--- config.mk ---
export PLATFORM = sky130hd
export DESIGN_NAME = control_sequencer_flat
export DESIGN_NICKNAME = d
export VERILOG_FILES = /design/src/rtl/minisrc_pkg.sv /design/src/rtl/control_sequencer_if.sv /design/src/rtl/control_sequencer_instr_decode.sv /design/src/rtl/control_sequencer.sv /design/src/flat_wrapper.sv
export SDC_FILE = /design/constraint.sdc
export NUM_CORES = 1
export LEC_CHECK = 0
export CAP_MARGIN = 20
export CORE_MARGIN = 2
export CORE_UTILIZATION = 36
export CTS_CLUSTER_SIZE = 8
export DETAILED_ROUTE_END_ITERATION = 7
export PLACE_DENSITY = 0.81
export SYNTH_ARGS = -nofsm -noshare
export SYNTH_HDL_FRONTEND = slang
export SYNTH_SLANG_ARGS = --single-unit
--- constraint.sdc ---
create_clock -name iClk -period 2.4 [get_ports iClk]
set_input_delay 0.36 -clock iClk [delete_from_list [all_inputs] [get_ports iClk]]
set_output_delay 0.36 -clock iClk [all_outputs]
set_load 0.03 [all_outputs]
--- src/rtl/minisrc_pkg.sv ---
// Shared MiniSRC control definitions: opcodes, ALU codes, datapath select codes,
// sequencer states and the opcode-to-instruction-class mapping.
package minisrc_pkg;

    localparam logic [4:0] OP_LD   = 5'b00000;
    localparam logic [4:0] OP_ST   = 5'b00010;
    localparam logic [4:0] OP_ADD  = 5'b00011;
    localparam logic [4:0] OP_SUB  = 5'b00100;
    localparam logic [4:0] OP_AND  = 5'b00101;
    localparam logic [4:0] OP_OR   = 5'b00110;
    localparam logic [4:0] OP_ADDI = 5'b01100;
    localparam logic [4:0] OP_MUL  = 5'b01111;
    localparam logic [4:0] OP_DIV  = 5'b10000;
    localparam logic [4:0] OP_BEQ  = 5'b10011;
    localparam logic [4:0] OP_JR   = 5'b10100;
    localparam logic [4:0] OP_JAL  = 5'b10101;
    localparam logic [4:0] OP_NOP  = 5'b11010;
    localparam logic [4:0] OP_HALT = 5'b11011;

    localparam logic [3:0] ALU_ADD = 4'd0;
    localparam logic [3:0] ALU_SUB = 4'd1;
    localparam logic [3:0] ALU_OR  = 4'd2;
    localparam logic [3:0] ALU_AND = 4'd3;
    localparam logic [3:0] ALU_DIV = 4'd4;
    localparam logic [3:0] ALU_MUL = 4'd5;

    localparam logic [1:0] MY_RZ0  = 2'd0;
    localparam logic [1:0] MY_RZ1  = 2'd1;
    localparam logic [1:0] MY_MEM  = 2'd2;
    localparam logic [1:0] MY_RET  = 2'd3;

    localparam logic [1:0] MC_RB   = 2'd0;
    localparam logic [1:0] MC_RC   = 2'd1;
    localparam logic [1:0] MC_LINK = 2'd2;

    typedef enum logic [2:0] {
        S_FETCH, S_DECODE, S_EXEC, S_MEM, S_WB, S_BRANCH, S_HALT
    } state_t;

    typedef enum logic [3:0] {
        C_RTYPE, C_IMM, C_LD, C_ST, C_BEQ, C_JR, C_JAL, C_NOP, C_HALT, C_ILLEGAL
    } iclass_t;

    function automatic iclass_t class_of(input logic [4:0] op);
        case (op)
            OP_ADD, OP_SUB, OP_AND, OP_OR, OP_MUL, OP_DIV: return C_RTYPE;
            OP_ADDI: return C_IMM;
            OP_LD:   return C_LD;
            OP_ST:   return C_ST;
            OP_BEQ:  return C_BEQ;
            OP_JR:   return C_JR;
            OP_JAL:  return C_JAL;
            OP_NOP:  return C_NOP;
            OP_HALT: return C_HALT;
            default: return C_ILLEGAL;
        endcase
    endfunction

endpackage

--- src/rtl/control_sequencer_if.sv ---
// Bundle between the control sequencer (master) and the MiniSRC datapath (slave):
// IR word, ALU flag, memory ready handshakes and every datapath control line.
interface control_sequencer_if;
    logic [31:0] ir;
    logic        alu_zero_flag;
    logic        iInstrReady;
    logic        iMemReady;

    logic        ir_enable, ra_enable, rb_enable, rz0_enable, rz1_enable;
    logic        rm_enable, ry_enable, rpc_enable, rpc_temp_enable;
    logic        mb_select, minc_select, mpc_select;
    logic [1:0]  my_select;
    logic [1:0]  mc_select;
    logic        rf_write;
    logic [3:0]  alu_control;
    logic        mem_read, mem_write, instruction_mem_read;
    logic        oHalted, oFault;

    modport master (
        input  ir, alu_zero_flag, iInstrReady, iMemReady,
        output ir_enable, ra_enable, rb_enable, rz0_enable, rz1_enable,
               rm_enable, ry_enable, rpc_enable, rpc_temp_enable,
               mb_select, minc_select, mpc_select, my_select, mc_select,
               rf_write, alu_control, mem_read, mem_write, instruction_mem_read,
               oHalted, oFault
    );

    modport slave (
        output ir, alu_zero_flag, iInstrReady, iMemReady,
        input  ir_enable, ra_enable, rb_enable, rz0_enable, rz1_enable,
               rm_enable, ry_enable, rpc_enable, rpc_temp_enable,
               mb_select, minc_select, mpc_select, my_select, mc_select,
               rf_write, alu_control, mem_read, mem_write, instruction_mem_read,
               oHalted, oFault
    );
endinterface

--- src/rtl/control_sequencer_instr_decode.sv ---
// Combinational opcode decode: instruction class, ALU operation and illegal flag.
// Zero latency; no handshake.
module instr_decode
    import minisrc_pkg::*;
(
    input  logic [4:0] opcode,
    output iclass_t    iclass,
    output logic [3:0] alu_control,
    output logic       illegal
);

    always_comb begin
        iclass  = class_of(opcode);
        illegal = (iclass == C_ILLEGAL);
        // BEQ compares by subtraction; loads, stores and ADDI form addresses with add
        case (opcode)
            OP_SUB, OP_BEQ: alu_control = ALU_SUB;
            OP_OR:          alu_control = ALU_OR;
            OP_AND:         alu_control = ALU_AND;
            OP_DIV:         alu_control = ALU_DIV;
            OP_MUL:         alu_control = ALU_MUL;
            default:        alu_control = ALU_ADD;
        endcase
    end

endmodule

--- src/rtl/control_sequencer.sv ---
// Multi-cycle MiniSRC control unit: Moore decode of state and IR into datapath controls.
// 2-5 cycles per instruction plus one per wait cycle; strobes hold until their ready arrives.
module control_sequencer
    import minisrc_pkg::*;
(
    input  logic                iClk,
    input  logic                nRst,
    control_sequencer_if.master bus
);

    state_t     state;
    logic       taken;
    logic       fault;
    iclass_t    iclass;
    logic [3:0] dec_alu;
    logic       dec_illegal;

    instr_decode u_decode (
        .opcode      (bus.ir[31:27]),
        .iclass      (iclass),
        .alu_control (dec_alu),
        .illegal     (dec_illegal)
    );

    always_ff @(posedge iClk or negedge nRst) begin
        if (!nRst) begin
            state <= S_FETCH;
            taken <= 1'b0;
            fault <= 1'b0;
        end else begin
            case (state)
                S_FETCH:  if (bus.iInstrReady) state <= S_DECODE;
                S_DECODE: begin
                    if (dec_illegal) begin
                        fault <= 1'b1;
                        state <= S_HALT;
                    end else begin
                        case (iclass)
                            C_NOP:   state <= S_FETCH;
                            C_HALT:  state <= S_HALT;
                            default: state <= S_EXEC;
                        endcase
                    end
                end
                S_EXEC: begin
                    case (iclass)
                        C_BEQ: begin
                            taken <= bus.alu_zero_flag;
                            state <= S_BRANCH;
                        end
                        C_JR:    state <= S_FETCH;
                        default: state <= S_MEM;
                    endcase
                end
                S_MEM: begin
                    case (iclass)
                        C_LD:    if (bus.iMemReady) state <= S_WB;
                        C_ST:    if (bus.iMemReady) state <= S_FETCH;
                        default: state <= S_WB;
                    endcase
                end
                S_WB:     state <= S_FETCH;
                S_BRANCH: state <= S_FETCH;
                S_HALT:   state <= S_HALT;
                default:  state <= S_FETCH;
            endcase
        end
    end

    // Gating with nRst keeps every output low during reset, although the state already reads FETCH.
    always_comb begin
        bus.ir_enable            = 1'b0;
        bus.ra_enable            = 1'b0;
        bus.rb_enable            = 1'b0;
        bus.rz0_enable           = 1'b0;
        bus.rz1_enable           = 1'b0;
        bus.rm_enable            = 1'b0;
        bus.ry_enable            = 1'b0;
        bus.rpc_enable           = 1'b0;
        bus.rpc_temp_enable      = 1'b0;
        bus.mb_select            = 1'b0;
        bus.minc_select          = 1'b0;
        bus.mpc_select           = 1'b0;
        bus.my_select            = MY_RZ0;
        bus.mc_select            = MC_RB;
        bus.rf_write             = 1'b0;
        bus.alu_control          = ALU_ADD;
        bus.mem_read             = 1'b0;
        bus.mem_write            = 1'b0;
        bus.instruction_mem_read = 1'b0;
        bus.oHalted              = 1'b0;
        bus.oFault               = 1'b0;
        if (nRst) begin
            bus.oFault = fault;
            case (state)
                S_FETCH: begin
                    bus.instruction_mem_read = 1'b1;
                    bus.mpc_select           = 1'b1;
                    bus.ir_enable            = bus.iInstrReady;
                    bus.rpc_enable           = bus.iInstrReady;
                end
                S_DECODE: begin
                    bus.ra_enable       = 1'b1;
                    bus.rb_enable       = 1'b1;
                    bus.rpc_temp_enable = 1'b1;
                end
                S_EXEC: begin
                    bus.alu_control = dec_alu;
                    case (iclass)
                        C_RTYPE: begin
                            bus.rz0_enable = 1'b1;
                            bus.rz1_enable = 1'b1;
                        end
                        C_IMM, C_LD, C_ST: begin
                            bus.mb_select  = 1'b1;
                            bus.rz0_enable = 1'b1;
                            bus.rm_enable  = (iclass == C_ST);
                        end
                        C_JR, C_JAL: bus.rpc_enable = 1'b1;
                        default: ;
                    endcase
                end
                S_MEM: begin
                    case (iclass)
                        C_RTYPE, C_IMM: bus.ry_enable = 1'b1;
                        C_LD: begin
                            bus.mem_read  = 1'b1;
                            bus.my_select = MY_MEM;
                            bus.ry_enable = bus.iMemReady;
                        end
                        C_ST: bus.mem_write = 1'b1;
                        C_JAL: begin
                            bus.ry_enable = 1'b1;
                            bus.my_select = MY_RET;
                        end
                        default: ;
                    endcase
                end
                S_WB: begin
                    bus.rf_write  = 1'b1;
                    bus.mc_select = (iclass == C_RTYPE) ? MC_RC :
                                    (iclass == C_JAL)   ? MC_LINK : MC_RB;
                end
                S_BRANCH: begin
                    bus.rpc_enable  = taken;
                    bus.mpc_select  = taken;
                    bus.minc_select = taken;
                end
                S_HALT:  bus.oHalted = 1'b1;
                default: ;
            endcase
        end
    end

endmodule

--- src/flat_wrapper.sv ---
// flat-port wrapper written by rule: the top's interface ports become plain ports
module control_sequencer_flat import minisrc_pkg::*;
  (iClk, nRst, bus_ir, bus_alu_zero_flag, bus_iInstrReady, bus_iMemReady, bus_ir_enable, bus_ra_enable, bus_rb_enable, bus_rz0_enable, bus_rz1_enable, bus_rm_enable, bus_ry_enable, bus_rpc_enable, bus_rpc_temp_enable, bus_mb_select, bus_minc_select, bus_mpc_select, bus_my_select, bus_mc_select, bus_rf_write, bus_alu_control, bus_mem_read, bus_mem_write, bus_instruction_mem_read, bus_oHalted, bus_oFault);
  control_sequencer_if bus_i ();
  input  logic iClk;
  input  logic nRst;
  input wire logic [$bits(bus_i.ir)-1:0] bus_ir;
  input wire logic [$bits(bus_i.alu_zero_flag)-1:0] bus_alu_zero_flag;
  input wire logic [$bits(bus_i.iInstrReady)-1:0] bus_iInstrReady;
  input wire logic [$bits(bus_i.iMemReady)-1:0] bus_iMemReady;
  output wire logic [$bits(bus_i.ir_enable)-1:0] bus_ir_enable;
  output wire logic [$bits(bus_i.ra_enable)-1:0] bus_ra_enable;
  output wire logic [$bits(bus_i.rb_enable)-1:0] bus_rb_enable;
  output wire logic [$bits(bus_i.rz0_enable)-1:0] bus_rz0_enable;
  output wire logic [$bits(bus_i.rz1_enable)-1:0] bus_rz1_enable;
  output wire logic [$bits(bus_i.rm_enable)-1:0] bus_rm_enable;
  output wire logic [$bits(bus_i.ry_enable)-1:0] bus_ry_enable;
  output wire logic [$bits(bus_i.rpc_enable)-1:0] bus_rpc_enable;
  output wire logic [$bits(bus_i.rpc_temp_enable)-1:0] bus_rpc_temp_enable;
  output wire logic [$bits(bus_i.mb_select)-1:0] bus_mb_select;
  output wire logic [$bits(bus_i.minc_select)-1:0] bus_minc_select;
  output wire logic [$bits(bus_i.mpc_select)-1:0] bus_mpc_select;
  output wire logic [$bits(bus_i.my_select)-1:0] bus_my_select;
  output wire logic [$bits(bus_i.mc_select)-1:0] bus_mc_select;
  output wire logic [$bits(bus_i.rf_write)-1:0] bus_rf_write;
  output wire logic [$bits(bus_i.alu_control)-1:0] bus_alu_control;
  output wire logic [$bits(bus_i.mem_read)-1:0] bus_mem_read;
  output wire logic [$bits(bus_i.mem_write)-1:0] bus_mem_write;
  output wire logic [$bits(bus_i.instruction_mem_read)-1:0] bus_instruction_mem_read;
  output wire logic [$bits(bus_i.oHalted)-1:0] bus_oHalted;
  output wire logic [$bits(bus_i.oFault)-1:0] bus_oFault;
  assign bus_i.ir = bus_ir;
  assign bus_i.alu_zero_flag = bus_alu_zero_flag;
  assign bus_i.iInstrReady = bus_iInstrReady;
  assign bus_i.iMemReady = bus_iMemReady;
  assign bus_ir_enable = bus_i.ir_enable;
  assign bus_ra_enable = bus_i.ra_enable;
  assign bus_rb_enable = bus_i.rb_enable;
  assign bus_rz0_enable = bus_i.rz0_enable;
  assign bus_rz1_enable = bus_i.rz1_enable;
  assign bus_rm_enable = bus_i.rm_enable;
  assign bus_ry_enable = bus_i.ry_enable;
  assign bus_rpc_enable = bus_i.rpc_enable;
  assign bus_rpc_temp_enable = bus_i.rpc_temp_enable;
  assign bus_mb_select = bus_i.mb_select;
  assign bus_minc_select = bus_i.minc_select;
  assign bus_mpc_select = bus_i.mpc_select;
  assign bus_my_select = bus_i.my_select;
  assign bus_mc_select = bus_i.mc_select;
  assign bus_rf_write = bus_i.rf_write;
  assign bus_alu_control = bus_i.alu_control;
  assign bus_mem_read = bus_i.mem_read;
  assign bus_mem_write = bus_i.mem_write;
  assign bus_instruction_mem_read = bus_i.instruction_mem_read;
  assign bus_oHalted = bus_i.oHalted;
  assign bus_oFault = bus_i.oFault;
  control_sequencer u_core (.iClk(iClk), .nRst(nRst), .bus(bus_i));
endmodule
### Yosys cells after proc, flatten, opt, wreduce, memory -nomap -nowiden

Memories as Yosys holds them, arrays and structs flattened.
Index checks and enable logic that the tools add are counted.

| operators by class | value |
|---|---|
| equality and inequality tests | 24 |
| reduce and logical (&&, ||, !) cells | 10 |
| multiplexer cells | 57 |

Operator list:

| cell | number |
|---|---|
| 1-bit 2-to-1 mux | 36 |
| 3-bit one-hot mux with 5 select lines | 2 |
| 3-bit one-hot mux with 2 select lines | 3 |
| 4-bit by 3-bit == test with 1-bit output, second input constant | 4 |
| 5-bit by 3-bit == test with 1-bit output, second input constant | 3 |
| 3-bit 2-to-1 mux | 5 |
| 2-bit 2-to-1 mux | 6 |
| 5-bit == test, second input constant | 2 |
| 3-bit == test, second input constant | 3 |
| 4-bit by 2-bit == test with 1-bit output, second input constant | 2 |
| 4-bit == test, second input constant | 2 |
| 3-bit by 2-bit == test with 1-bit output, second input constant | 2 |
| 3-bit != test, second input constant | 2 |
| 3-bit OR reduction | 2 |
| 5-bit by 4-bit == test with 1-bit output, second input constant | 1 |
| 4-bit by 1-bit == test with 1-bit output, second input constant | 1 |
| 4-bit zero test | 1 |
| 4-bit 2-to-1 mux | 1 |
| 1-bit one-hot mux with 2 select lines | 2 |
| 2-bit one-hot mux with 2 select lines | 1 |
| 2-bit AND reduction | 2 |
| 2-bit OR reduction | 2 |
| 4-bit OR reduction | 1 |
| 3-bit by 1-bit == test with 1-bit output, second input constant | 1 |
| other kinds (4) | 4 |

| storage, ports and cells | value |
|---|---|
| memories kept | 1 |
| word-level logic and storage cells | 95 |
| output and inout port bits | 26 |
| bits in read-only memories | 128 |
| flip-flop bits (word level) | 5 |
| input port bits | 37 |

Memories:

| memory | words | bits a word | read ports | clocked after memory_dff | wr ports | RTL line | source |
|---|---|---|---|---|---|---|---|
| (no name shown) | 32 | 4 | 1 | 0 | 0 | minisrc_pkg.sv:45 | `case (op)` |

### Logic depth before layout (Yosys ltp)

Gate-level depths: netlist (run 1).
An unclocked memory read counts as a cell.

| logic depth | value |
|---|---|
| depth in word-level cells | 6 |
| gate-level depth with buffers | 8 |
| gate-level depth less buffers | 8 |

### Cells and area by module

Synthesis (run 1) repeated with hierarchy kept, for this count alone.

| second synthesis, totals | value |
|---|---|
| cells, all modules | 133 |
| area total of the unflattened synthesis | 944.7 sq um |

Modules (own cells, without submodules):

| module | area each (sq um) | sequential area each (sq um) | cells each | instances |
|---|---|---|---|---|
| control_sequencer | 615.6 | 125.1 | 87 | 1 |
| instr_decode | 329.1 | 0.0 | 46 | 1 |

### Worst setup path before layout (run 1)

No wires, ideal clock.

| timing | value |
|---|---|
| path type | in2out |
| start point | in bus_ir[28] |
| end point | out bus_mc_select[1] |
| arrival | 2.223 ns |
| setup slack | -0.183 ns |
| stages on the path | 6 |
| buffers on the path | 0 |
| path through | inv_1 > ha_1 > or4b_1 > o21ai_1 > a31oi_1 > nor4_1 |

| on the way | value |
|---|---|
| longest elaborated chain between the ends | 6 |
| elaborated cells between the ends (all ways) | 7 |
| those cells by class | eq/ne (1); mux (4); reduce/logical (1); memory (1) |

RTL lines:

| what | RTL line | source |
|---|---|---|
| start, declared | flat_wrapper.sv:7 | `input wire logic [$bits(bus_i.ir)-1:0] bus_ir;` |
| memory 32 x 4 bit (*) | - |  |
| 4-bit by 3-bit == test with 1-bit output | control_sequencer.sv:142 | `(iclass == C_JAL) ? MC_LINK : MC_RB;` |
| 2-bit 2-to-1 mux | control_sequencer.sv:142 |  |
| 2-bit 2-to-1 mux (*) | control_sequencer.sv:141 | `bus.mc_select = (iclass == C_RTYPE) ? MC_RC :` |
| 2-bit 2-to-1 mux (*) | control_sequencer.sv:95 | `case (state)` |
| 2-bit 2-to-1 mux (*) | control_sequencer.sv:93 | `if (nRst) begin` |
| end, declared | flat_wrapper.sv:24 | `output wire logic [$bits(bus_i.mc_select)-1:0] bus_mc_select;` |

Every way passes the cells marked *; elsewhere a longest branch is shown, timed or not.

### Final worst setup path (run 1)

| timing | value |
|---|---|
| start point | in bus_ir[28] |
| end point | out bus_my_select[0] |

| on the way | value |
|---|---|
| longest elaborated chain between the ends | 5 |
| elaborated cells between the ends (all ways) | 6 |
| those cells by class | eq/ne (2); mux (3); memory (1) |

RTL lines:

| what | RTL line | source |
|---|---|---|
| memory 32 x 4 bit (*) | - |  |
| 4-bit by 3-bit == test with 1-bit output or 4-bit by 2-bit == test with 1-bit output (tied branches) | control_sequencer.sv:124 | `case (iclass)` |
| 2-bit one-hot mux with 2 select lines (*) | control_sequencer.sv:124 |  |
| 2-bit 2-to-1 mux (*) | control_sequencer.sv:95 |  |
| 2-bit 2-to-1 mux (*) | control_sequencer.sv:93 |  |
| end, declared | flat_wrapper.sv:23 | `output wire logic [$bits(bus_i.my_select)-1:0] bus_my_select;` |

Marked as above.

==> results.md, run 1 <==
Power and ir drop:
- The cell internal power dissipation is 0.448 mW.
- The net switching power is between 0.4 and 0.5 mW.
- The combinational cell fraction of total power is between 60% and 70%.
- The share of total power in the clock network is 11.1%.
- The power per cell area is a little over 500 mW/mm2.
- Per report_power, the sequential group accounts for 21.1% of the total.
- Of the total power, the share spent switching nets is between 40% and 50%.
- The worst-case IR drop observed on VDD is 591 uV.
- Summed over all cells, the static leakage comes to 0.760 nW.

Worst setup path:
- The critical path launch point type is an input port.
- Along the worst path, the maximum fanout reaches 4.
- STA puts the critical path data arrival time at 2.01 ns.
- Among cell families on the critical path, the largest total delay comes from simple AND/OR/NAND/NOR gates.
- For the worst setup path, the data required time is about 2.0 ns.
- The capturing point of the worst reg2reg path is u_core.taken.
- For this run, the slowest stage of the critical path takes ~0.47 ns.
- The reg-to-reg startpoint is u_core.state[0].
- Setup slack on the worst reg-to-reg path comes out at approximately 0.86 ns.
- Measured in cells, the most critical reg-to-reg path has a length of 5.
- The critical path goes through buf_2 > inv_2 > ha_4 > or4b_4 > o21ai_4 > a31oi_4 > or3_4 > nor2_2 > buf_6.
- The critical path contains buffers and inverters numbering 3 combined.
- The cell with the biggest individual delay on the critical path is or4b_4.
- The worst setup path is captured at a primary output.
- The critical path in this run is classified as input port to primary output.

Route:
- The via count of the routed design is between 1k and 1.5k.
- The average routed wire per standard cell is 15.2 um.
- Wires add up to 3610 um.
- For this run, design rule violations remaining after detail routing come to 0.
- The pre-antenna-repair detailed-routing pass consisted of 4 iterations.
- The detailed router finished its first iteration with between 50 and 60 violations.
- The remaining number of nets flagged by the antenna check after routing is 0.
- The via density per instance is 5.51.

Floorplanning:
- From bottom edge to top edge, the die measures 54.9 um.
- The width of the die is 54.9 um.
- The area inside the core boundary is 0.00245 mm2.
- The initialized floorplan defines 18 standard-cell rows.
- The die footprint is 0.00301 mm2.
- For this configuration, the core starts out at a cell density of a little under two fifths.
- Pin placement for this block handled 63 I/O pins.

Clock network:
- The maximum root-to-sink buffer count is 2.
- The number of buffers added by the clock tree synthesis step is 3.
- The TritonCTS sink count is 5.
- TritonCTS built the clock tree.
- For the worst-skew pair, the clock arrives at the later sink with an insertion delay of 0.24 ns.
- The hold buffer count at cts is 0.
- The cell sitting at the root of the clock tree is a clkbuf_4.
- The depth of the CTS H-tree is 1.
- The clock transition at the registers of the reported paths is ~0.05 ns.

Timing:
- The worst clock skew on the final layout is approximately 0.0021 ns.
- The total count of hold-check failures in the final report is 0.
- The number of endpoints failing setup at the final stage is 0.
- The shortest period the worst path allows is 2.37 ns.
- Derived from the worst setup path, the maximum achievable clock frequency is 423 MHz.
- The number of max-slew violations in the final report is 0.
- Final hold analysis gives a worst-case slack of 0.460 ns.
- The final critical-path share of the clock period is between 90% and 100%.

Global route:
- The number of global-route vias before repair is 1,118.
- The aggregate global routing overflow is 0.
- The total global routing track utilization is 21.6%.
- Entering global routing, the biggest net connects 14 pins.
- The number of antenna violations at the first check in global routing is 0.
- The wire length of the first global-routing pass is 4790 um.

Min path:
- The tightest min-delay check is of the flip-flop to flip-flop type.
- The worst hold path begins at u_core.fault.
- Along the worst hold path, the cell count comes to 1.
- The end point of the most critical hold path is u_core.fault.

Final layout:
- The fraction of final layout cells sized beyond drive strength 1 is about half.
- In the layout the commonest cells are buf_4 (60), nor2_1 (15), nand2_1 (12), clkdlybuf4s50_1 (10), nor2b_1 (6).
- The final design utilization is a little over two thirds.
- The most common library cell in the layout ignoring fill and taps is buf_4.
- The number of nets in the final layout is between 200 and 300.
- The number of antenna diodes in the final layout is 0.
- The relative area change from synthesis to final layout is 83.7%.

Place:
- At the end of routability-driven placement, the weighted congestion stood at 0.884.
- During placement, the flow inserted port buffers numbering 34.
- The HPWL reported at the end of detailed placement is 2290 um.

Synthesis:
- For this run, asynchronously set or reset flops after synthesis account for 100%.
- Synthesis produced 131 cells.
- The sequential area share after synthesis is 13.4%.
- The post-synthesis average cell area is 7.11 um2.
- Among all flip-flop cells after synthesis, the most frequent one is dfrtp_1.
- The net count after synthesis is 174.
- Synthesis inferred 5 register bits.
- Yosys mapped a number of flops with a built-in enable equal to 0.
- Synthesis instantiated 45 different standard cells from the library.
- The total standard cell area after synthesis is 931 um2.
- During synthesis, Yosys emitted a total of 0 warnings.

Status:
- The flow ran to the end, and the final reports show no timing, DRC or antenna violations.

Job:
- Max-cap violations in this run came to 0.
Yosys cell counts, types with 2 or more instances:
cell type  number  area (um2)
mux2i_1         2        20.0
nor3b_1         2        15.0
clkbuf_1        3        11.3
o21ai_1         2        10.0
ha_1            6        75.1
nor2b_1         8        50.1
nand4_1         3        18.8
a211oi_1        2        15.0
or3_1           3        18.8
buf_4           3        22.5
buf_2           2        10.0
dfrtp_1         5         125
nand2_1        12        45.0
nor3_1          4        20.0
a21oi_1         6        30.0
nor4_1          3        18.8
nand3_1         3        15.0
nand2b_1        5        31.3
o31ai_1         2        15.0
and2_1          4        25.0
o21ai_0         4        20.0
inv_1           7        26.3
nor2_1         17        63.8
a31oi_1         2        12.5
stage by stage:
step	setup TNS [ns]	power [mW]	instance area (um2)	std cells	setup WS, ns
after floorplan	-0.196	0.525	938	131	-0.183
after global placement	-3.84	0.711	1520	227	-0.337
after detailed placement	-4.73	0.724	1520	227	-0.383
after CTS	0	0.845	1670	235	0.00707
after global routing	-0.265	0.938	1710	237	-0.0667
final	0	0.881	1710	237	0.0332
final cells by class:
| class | count | area [um2] |
|---|---|---|
| clock buffer | 4 | 26.3 |
| sequential | 5 | 125 |
| fill | 186 | 744 |
| tap | 30 | 37.5 |
| multi-input combinational | 110 | 842 |
| timing repair buffer | 81 | 649 |
| inverter | 7 | 30.0 |
metal layers:
| metal | vias up | GRT usage, % | part of all wire [%] |
|---|---|---|---|
| li1 | 612 | - | - |
| met1 | 611 | 28.6 | 40 |
| met2 | 77 | 35.9 | 51 |
| met3 | 6 | 1.91 | 7.5 |
| met4 | 0 | 7.92 | 0.97 |
| met5 | - | 0 | 0 |
flip-flops by register name, summed over array words and instances, names as in the netlist:
| signal | cells |
|---|---|
| u_core.state | 3 |
| u_core.taken | 1 |
| u_core.fault | 1 |
worst max-delay path by stage:
stage               startpoint                to  cells past startpoint
global route        bus_ir[27]     bus_mb_select                     10
finish              bus_ir[28]  bus_my_select[0]                      9
global placement    bus_ir[27]     bus_ry_enable                     10
floorplan           bus_ir[28]  bus_mc_select[1]                      6
detailed placement  bus_ir[27]  bus_my_select[0]                      9
CTS                 bus_ir[30]     bus_ry_enable                      9
worst register-to-register path, stage by stage, from the launching register on:
cell and delay (ns):
dfrtp_1 0.48, nand2b_1 0.28, nor2_4 0.13, buf_4 0.12, nand3_2 0.11, mux2_4 0.32
power by group through the flow:
stage                     Clock (mW)  Sequential, mW  Combinational, mW
after floorplan                    0           0.130              0.394
after global placement             0           0.179              0.533
after detailed placement           0           0.181              0.543
after CTS                      0.102           0.180              0.563
after global routing           0.108           0.189              0.640
final                         0.0975           0.186              0.598
cell families (layout without fill, tap and decap cells):
| family | after synthesis | count (layout) | share of synthesized area (%) |
|---|---|---|---|
| buffers and inverters | 16 | 92 | 8.74 |
| adder cells (fa/ha/maj) | 6 | 6 | 8.06 |
| flip-flops | 5 | 5 | 13.4 |
| multiplexers | 3 | 3 | 3.76 |
| AND/OR/NAND/NOR | 71 | 71 | 42.2 |
| XOR/XNOR | 1 | 1 | 0.941 |
| AO/OA/AOI/OAI | 28 | 28 | 22.4 |
| other | 1 | 1 | 0.403 |
timing repair:
item,in CTS,in global routing
gates resized for setup,36,9
pin swaps,6,9
cloned,1,0
buffers inserted,3,2
setup endpoints to repair,12,11
No activity file was read; power rests on OpenSTA's default activity.
==> run 2: changes to the inputs <==
Settings changed: CORE_UTILIZATION 36 to 32, CTS_CLUSTER_DIAMETER set to 30, PLACE_DENSITY 0.81 to 0.76, SLEW_MARGIN set to 20.
Clock period 2.4 ns to 1.9 ns, I/O delays scaled along.
==> results.md, run 2 (same netlist as run 1, synthesis figures left out) <==
Global route:
- The met1 capacity usage during global routing is 26.6%.
- The pin count of the biggest net entering global routing is 12.
- The fraction of met2 tracks used by global routing is 44.0%.
- Global routing used 4.24% of the available met3 tracks.
- The aggregate global routing overflow is 0.
- The number of antenna violations at the first check in global routing is 0.
- In this run the most used layer during global routing was met2.
- The first global-routing pass estimated approximately 6200 um of wire.
- The total global routing track utilization is 23.6%.
- The number of global-route vias before repair is between 1k and 1.5k.

Job:
- Across the run, the number of max-cap violations was 0.

Place:
- The HPWL reported at the end of detailed placement is about 2600 um.
- After detailed placement, the design holds a cell count of 233.
- The count of buffers added on input and output ports is 34.
- Routability-driven placement finished with a final weighted congestion of 0.868.

Timing:
- The total count of hold-check failures in the final report is 0.
- Timing would allow up to 457 MHz.
- Setup violations remaining at the end of the flow were counted as 12.
- The smallest clock period supported by the final layout is computed as 2.19 ns.
- The worst clock skew on the final layout is ~0.0016 ns.
- After layout, the worst path uses 115% of the clock period.
- Final hold analysis gives a worst-case slack of 0.0607 ns.
- Adding up every negative setup slack in the final design gives -2.66 ns.
- Setup repair after global routing could not meet its margin everywhere.
- The setup slack after layout is -0.289 ns.
- The number of max-slew violations in the final report came to 0.

Floorplanning:
- The width of the die is just under 60 um.
- For this design the top-level I/O count stands at 63.
- In this run the core area contains 19 standard-cell rows.
- For this configuration, the core starts out at a cell density of 33.8%.
- Measured along the y axis, the die boundary spans 57.9 um.
- The die footprint is 0.00336 mm2.
- The area inside the core boundary is 0.00276 mm2.

Final layout:
- The number of antenna diodes is 0.
- In the final design database the tool counted 268 nets.
- The final standard cell count with taps included and fillers excluded is 255.
- The register containing the most flip-flops in the final layout is u_core.state.
- In the final layout, the registers with the most flip-flops are u_core.state (3), u_core.fault (1), u_core.taken (1).
- The area growth from synthesis to layout is 130%.
- The register with the most flip-flops in the layout has 3 of them.
- Leaving out fill and tap cells, the most frequent cell in the layout is buf_4.
- The fraction of final layout cells sized beyond drive strength 1 is 69.6%.
- Cells fill 77.6% of the core in the end.
- The library cells used most frequently in the layout, excluding fill and tap cells, are buf_4 (65), buf_6 (25), nand2_1 (10), nor2_1 (9), nor2_2 (7).

Route:
- Before antenna repair, the detailed router went through 4 iterations.
- The number of DRC markers in iteration 0 is 60.
- The average routed wire per standard cell is 16.2 um.
- The via count of the routed design is approximately 1.4k.
- After detailed routing, the number of remaining DRC violations is 0.
- In this run the remaining antenna-violating nets after routing total 0.
- For this block, the routed nets add up to 4130 um of wire.
- In the routed layout, each cell is associated on average with a via count of 5.30.

Worst setup path:
- By startpoint and endpoint, the worst setup path is classified as input port to primary output.
- The most critical setup path has its endpoint at bus_mb_select.
- The capturing point of the worst reg2reg path is u_core.taken.
- In this run the critical register-to-register path is launched from u_core.state[0].
- Data on the critical path arrives at its endpoint at 1.90 ns.
- The worst reg-to-reg setup slack is roughly 0.34 ns.
- The type of element capturing the critical path is a primary output.
- The critical path launch point type is an input port.
- Tracing the worst setup path back leads to its startpoint at bus_ir[27].
- The worst reg2reg path depth is 5.
- At the worst endpoint, the required time is 1.62 ns.
- The top fanout value on the critical path is 4.

Clock network:
- The clock tree from TritonCTS is done.
- For this design, the sink count on the clock tree is 5.
- In this run the number of H-tree levels came out at 1.
- After clock tree synthesis, the clock-pin slew on the worst setup and hold paths is approximately 0.050 ns.
- The number of buffers added by the clock tree synthesis step is 3.
- The hold buffer count at cts is 0.
- The maximum root-to-sink buffer count is 2.
- The latest clock arrival within the worst-skew pair is 0.25 ns.
- The root buffer selected by CTS is clkbuf_4.

Power and ir drop:
- Power spread over the standard cell area amounts to 614 mW/mm2.
- The leakage power total is 0.973 nW.
- The completed layout was analyzed and its total power is 1.31 mW.
- The maximum vdd drop is 616 uV.

Status:
- The checks that failed: negative setup slack.
- The flow ran to the end, but the final reports show violations.

Min path:
- The min-delay analysis places its worst path in the category input port to asynchronous set/reset pin.
[run 2: final cells by class]
cell class / instances / area (um2)
multi-input cells: 110 / 1030
repair buffers: 98 / 865
fillers: 177 / 618
flip-flops and latches: 5 / 128
inverters: 7 / 51.3
well taps: 31 / 38.8
clock buffers: 3 / 22.5
clock inverters: 1 / 5.00
[run 2: routing by layer]
metal	vias up	routed length [um]
met2	57	2250
li1	645	-
met1	643	1580
met4	0	43
met5	-	0
met3	7	260
[run 2: how the worst min path moves through the flow]
| stage | slack, ns | from | endpoint |
|---|---|---|---|
| global placement | 0.44 | u_core.fault | u_core.fault |
| finish | 0.06 | nRst | u_core.taken |
| global route | 0.07 | nRst | u_core.taken |
| detailed placement | 0.45 | u_core.fault | u_core.fault |
| floorplan | -0.01 | nRst | u_core.fault |
| CTS | 0.33 | nRst | u_core.taken |
[run 2: what timing repair did]
item,CTS,global route
pin swaps,14,15
buffers inserted,11,10
gates cloned,0,0
endpoints found under the setup margin,24,22
gates resized for setup,60,41
[run 2: worst max-delay path, stage by stage]
cell     delay [ns]
buf_12         0.12
buf_6          0.11
buf_6          0.11
ha_4           0.16
mux2i_4        0.16
nor2_1         0.07
o21ai_1        0.16
buf_4          0.16
nand4_1        0.23
nor2_2         0.20
buf_6          0.15
[run 2: report_power, final]
| group | total (mW) | switching, mW | internal, mW |
|---|---|---|---|
| registers | 0.235 | 0.0815 | 0.154 |
| logic | 0.948 | 0.497 | 0.451 |
| clock network | 0.131 | 0.0540 | 0.0767 |
[run 2: per-stage QoR]
| stage | area, um2 | setup slack [ns] |
|---|---|---|
| final | 2140 | -0.289 |
| after global routing | 2140 | -0.377 |
| after CTS | 1960 | -0.392 |
| after detailed placement | 1680 | -0.829 |
| after global placement | 1680 | -0.787 |
| after floorplan | 1080 | -0.197 |
==> run 3: changes to the inputs <==
Settings changed: HOLD_SLACK_MARGIN set to 0.15.
==> results.md, run 3 (same netlist as run 1, synthesis figures left out) <==
Floorplanning:
- The width of the die is around 58 um.
- The area inside the core boundary is around 0.0028 mm2.
- The die covers 0.00336 mm2.
- The total I/O pin count is 63.
- The starting density of the core is between 30% and 40%.
- The cell row count is 19.
- In this run the vertical extent of the chip is 57.9 um.

Timing:
- Derived from the worst setup path, the maximum achievable clock frequency is 456 MHz.
- The final-layout worst hold slack is 0.457 ns.
- The number of max-slew violations in the final report is 0.
- Setup repair after global routing could not meet its margin everywhere.
- Of the available clock period, the critical path in the final layout requires 115%.
- Setup violations remaining at the end of the flow were counted as 15.
- The total count of hold-check failures in the final report was 0.
- Across the routed clock network, the largest skew measured is 0.000659 ns.
- The shortest period the worst path allows is 2.19 ns.
- The setup slack after layout is -0.291 ns.

Global route:
- Entering global routing, the biggest net connects 12 pins.
- The wire length of the first global-routing pass is 6240 um.
- The total global routing track utilization is 23.6%.
- The number of global-route vias before repair is ~1.4k.
- The number of antenna violations at the first check in global routing is 0.
- Global routing finished with a remaining overflow of 0.

Clock network:
- Counting along the longest clock path gives a buffer depth of 2.
- Clock-pin slew was measured on the worst setup and hold paths at 0.05 ns.
- The tree is rooted in a clkbuf_4.
- The latest clock arrival within the worst-skew pair is about 0.25 ns.
- The number of buffers added by the clock tree synthesis step is 3.
- TritonCTS built the clock tree.
- For this design, the sink count on the clock tree is 5.
- The depth of the CTS H-tree is 1.

Route:
- The average routed wire per standard cell is 16.3 um.
- Using the TritonRoute via totals, the vias-per-cell ratio works out to 5.31.
- The remaining number of nets flagged by the antenna check after routing is 0.
- For this run, the detailed router's first-pass iteration total came to 4.
- The overall routed net length is 4180 um.
- The number of DRC markers in iteration 0 is 67.
- In the routed design, unresolved DRC markers number 0.
- Across all layers, the routed design uses 1,360 vias.

Worst setup path:
- The reg-to-reg startpoint is u_core.state[0].
- Measured in cells, the most critical reg-to-reg path has a length of 5.
- STA classifies the critical path endpoint as a primary output.
- The critical path launch point type is an input port.
- The data arrival time of the critical path is between 1.5 and 2 ns.
- In this run the worst path has a maximum fanout of 4.
- In this run the worst setup path terminates at bus_mb_select.
- The critical path is of the input port to primary output type.
- The critical path startpoint is bus_ir[27].
- The data required time of the worst path is 1.62 ns.
- The capturing point of the worst reg2reg path is u_core.taken.
- The worst reg-to-reg setup slack is about 0.34 ns.

Place:
- Prior to clock tree synthesis, the placed netlist has a worst setup slack of -0.829 ns.
- Once placement completed, the tool counted placed cells totaling around 230.
- The HPWL reported at the end of detailed placement is 2550 um.
- The final weighted congestion in routability-driven placement is 0.868.
- The total of buffers placed on input and output ports is 34.

Final layout:
- The register with the most flip-flops in the layout has 3 of them.
- Once layout is complete, the utilization of the core stands at 77.9%.
- The most common library cell in the layout ignoring fill and taps is buf_4.
- Once layout is complete, the cells apart from fillers number between 200 and 300.
- 0 antenna diodes ended up in the layout.
- The largest registers in the layout are u_core.state (3), u_core.fault (1), u_core.taken (1).
- The register containing the most flip-flops in the final layout is u_core.state.
- The relative area change from synthesis to final layout is 131%.
- For this run, the post-layout net count is ~270.
- In the layout the commonest cells are buf_4 (65), buf_6 (25), nand2_1 (10), nor2_1 (9), nor2_2 (7).
- Of the cells placed in the final design, the portion with a size suffix greater than 1 is between 60% and 70%.

Job:
- The number of max-cap violations is 0.

Power and ir drop:
- Summed over all cells, the static leakage comes to between 0.9 and 1 nW.
- The maximum vdd drop is 615 uV.
- The power per cell area is ~610 mW/mm2.

Status:
- The checks that failed: negative setup slack.
- The run finished, with violations left.

Min path:
- The type of the worst min-delay path is flip-flop to flip-flop.
## run 3: changes by cell type in the layout (fill, tap and decap cells not counted), sizes merged
cell,previous run,this run
dlygate4sd3,0,1
## run 3: worst min path at each step
| stage | from | end | slack (ns) | cells after the start |
|---|---|---|---|---|
| final | u_core.fault | u_core.fault | 0.46 | 1 |
| after global routing | u_core.fault | u_core.fault | 0.49 | 1 |
| after CTS | nRst | u_core.taken | 0.33 | 2 |
| after detailed placement | u_core.fault | u_core.fault | 0.45 | 1 |
| after global placement | u_core.fault | u_core.fault | 0.44 | 1 |
| after floorplan | nRst | u_core.fault | -0.01 | 0 |
## run 3: worst max-delay path, cell delays in order
cell and delay, ns:
buf_12 0.12, buf_6 0.11, buf_6 0.11, ha_4 0.16
mux2i_4 0.16, nor2_1 0.07, o21ai_1 0.16, buf_4 0.16
nand4_1 0.23, nor2_2 0.20, buf_6 0.15
## run 3: per-stage QoR
stage	power [mW]	cell area, um2	setup TNS [ns]
floorplan	0.711	1080	-0.653
global placement	0.988	1680	-12.00
detailed placement	1.01	1680	-13.06
CTS	1.22	1960	-3.90
global route	1.41	2150	-3.71
finish	1.32	2150	-2.85
## run 3: what timing repair did
item	CTS	global route
hold buffers	0	1
buffers inserted	11	10
gates cloned	0	0
hold endpoints to repair	0	5
resized for setup	60	41
endpoints found under the setup margin	24	22
pin swaps	14	15
## run 3: final cells by class
class / instances / area (um2)
Fill cell: 176 / 608
Timing Repair Buffer: 99 / 875
Clock inverter: 1 / 5.00
Sequential cell: 5 / 128
Clock buffer: 3 / 22.5
Tap cell: 31 / 38.8
Inverter: 7 / 51.3
Multi-Input combinational cell: 110 / 1030
## run 3: metal layers
| metal | track usage [%] | part of all wire [%] | up-vias |
|---|---|---|---|
| met3 | 4.24 | 5.0 | 4 |
| met5 | 0 | 0 | - |
| met2 | 44.0 | 55 | 56 |
| met4 | 7.97 | 0.60 | 0 |
| met1 | 26.6 | 39 | 652 |
| li1 | - | - | 648 |
## run 3: power by group
part / total (mW) / internal [mW] / leakage, nW / switching [mW]
Sequential: 0.233 / 0.154 / 0.0587 / 0.0787
Combinational: 0.954 / 0.453 / 0.901 / 0.501
Clock: 0.129 / 0.0767 / 0.0177 / 0.0528
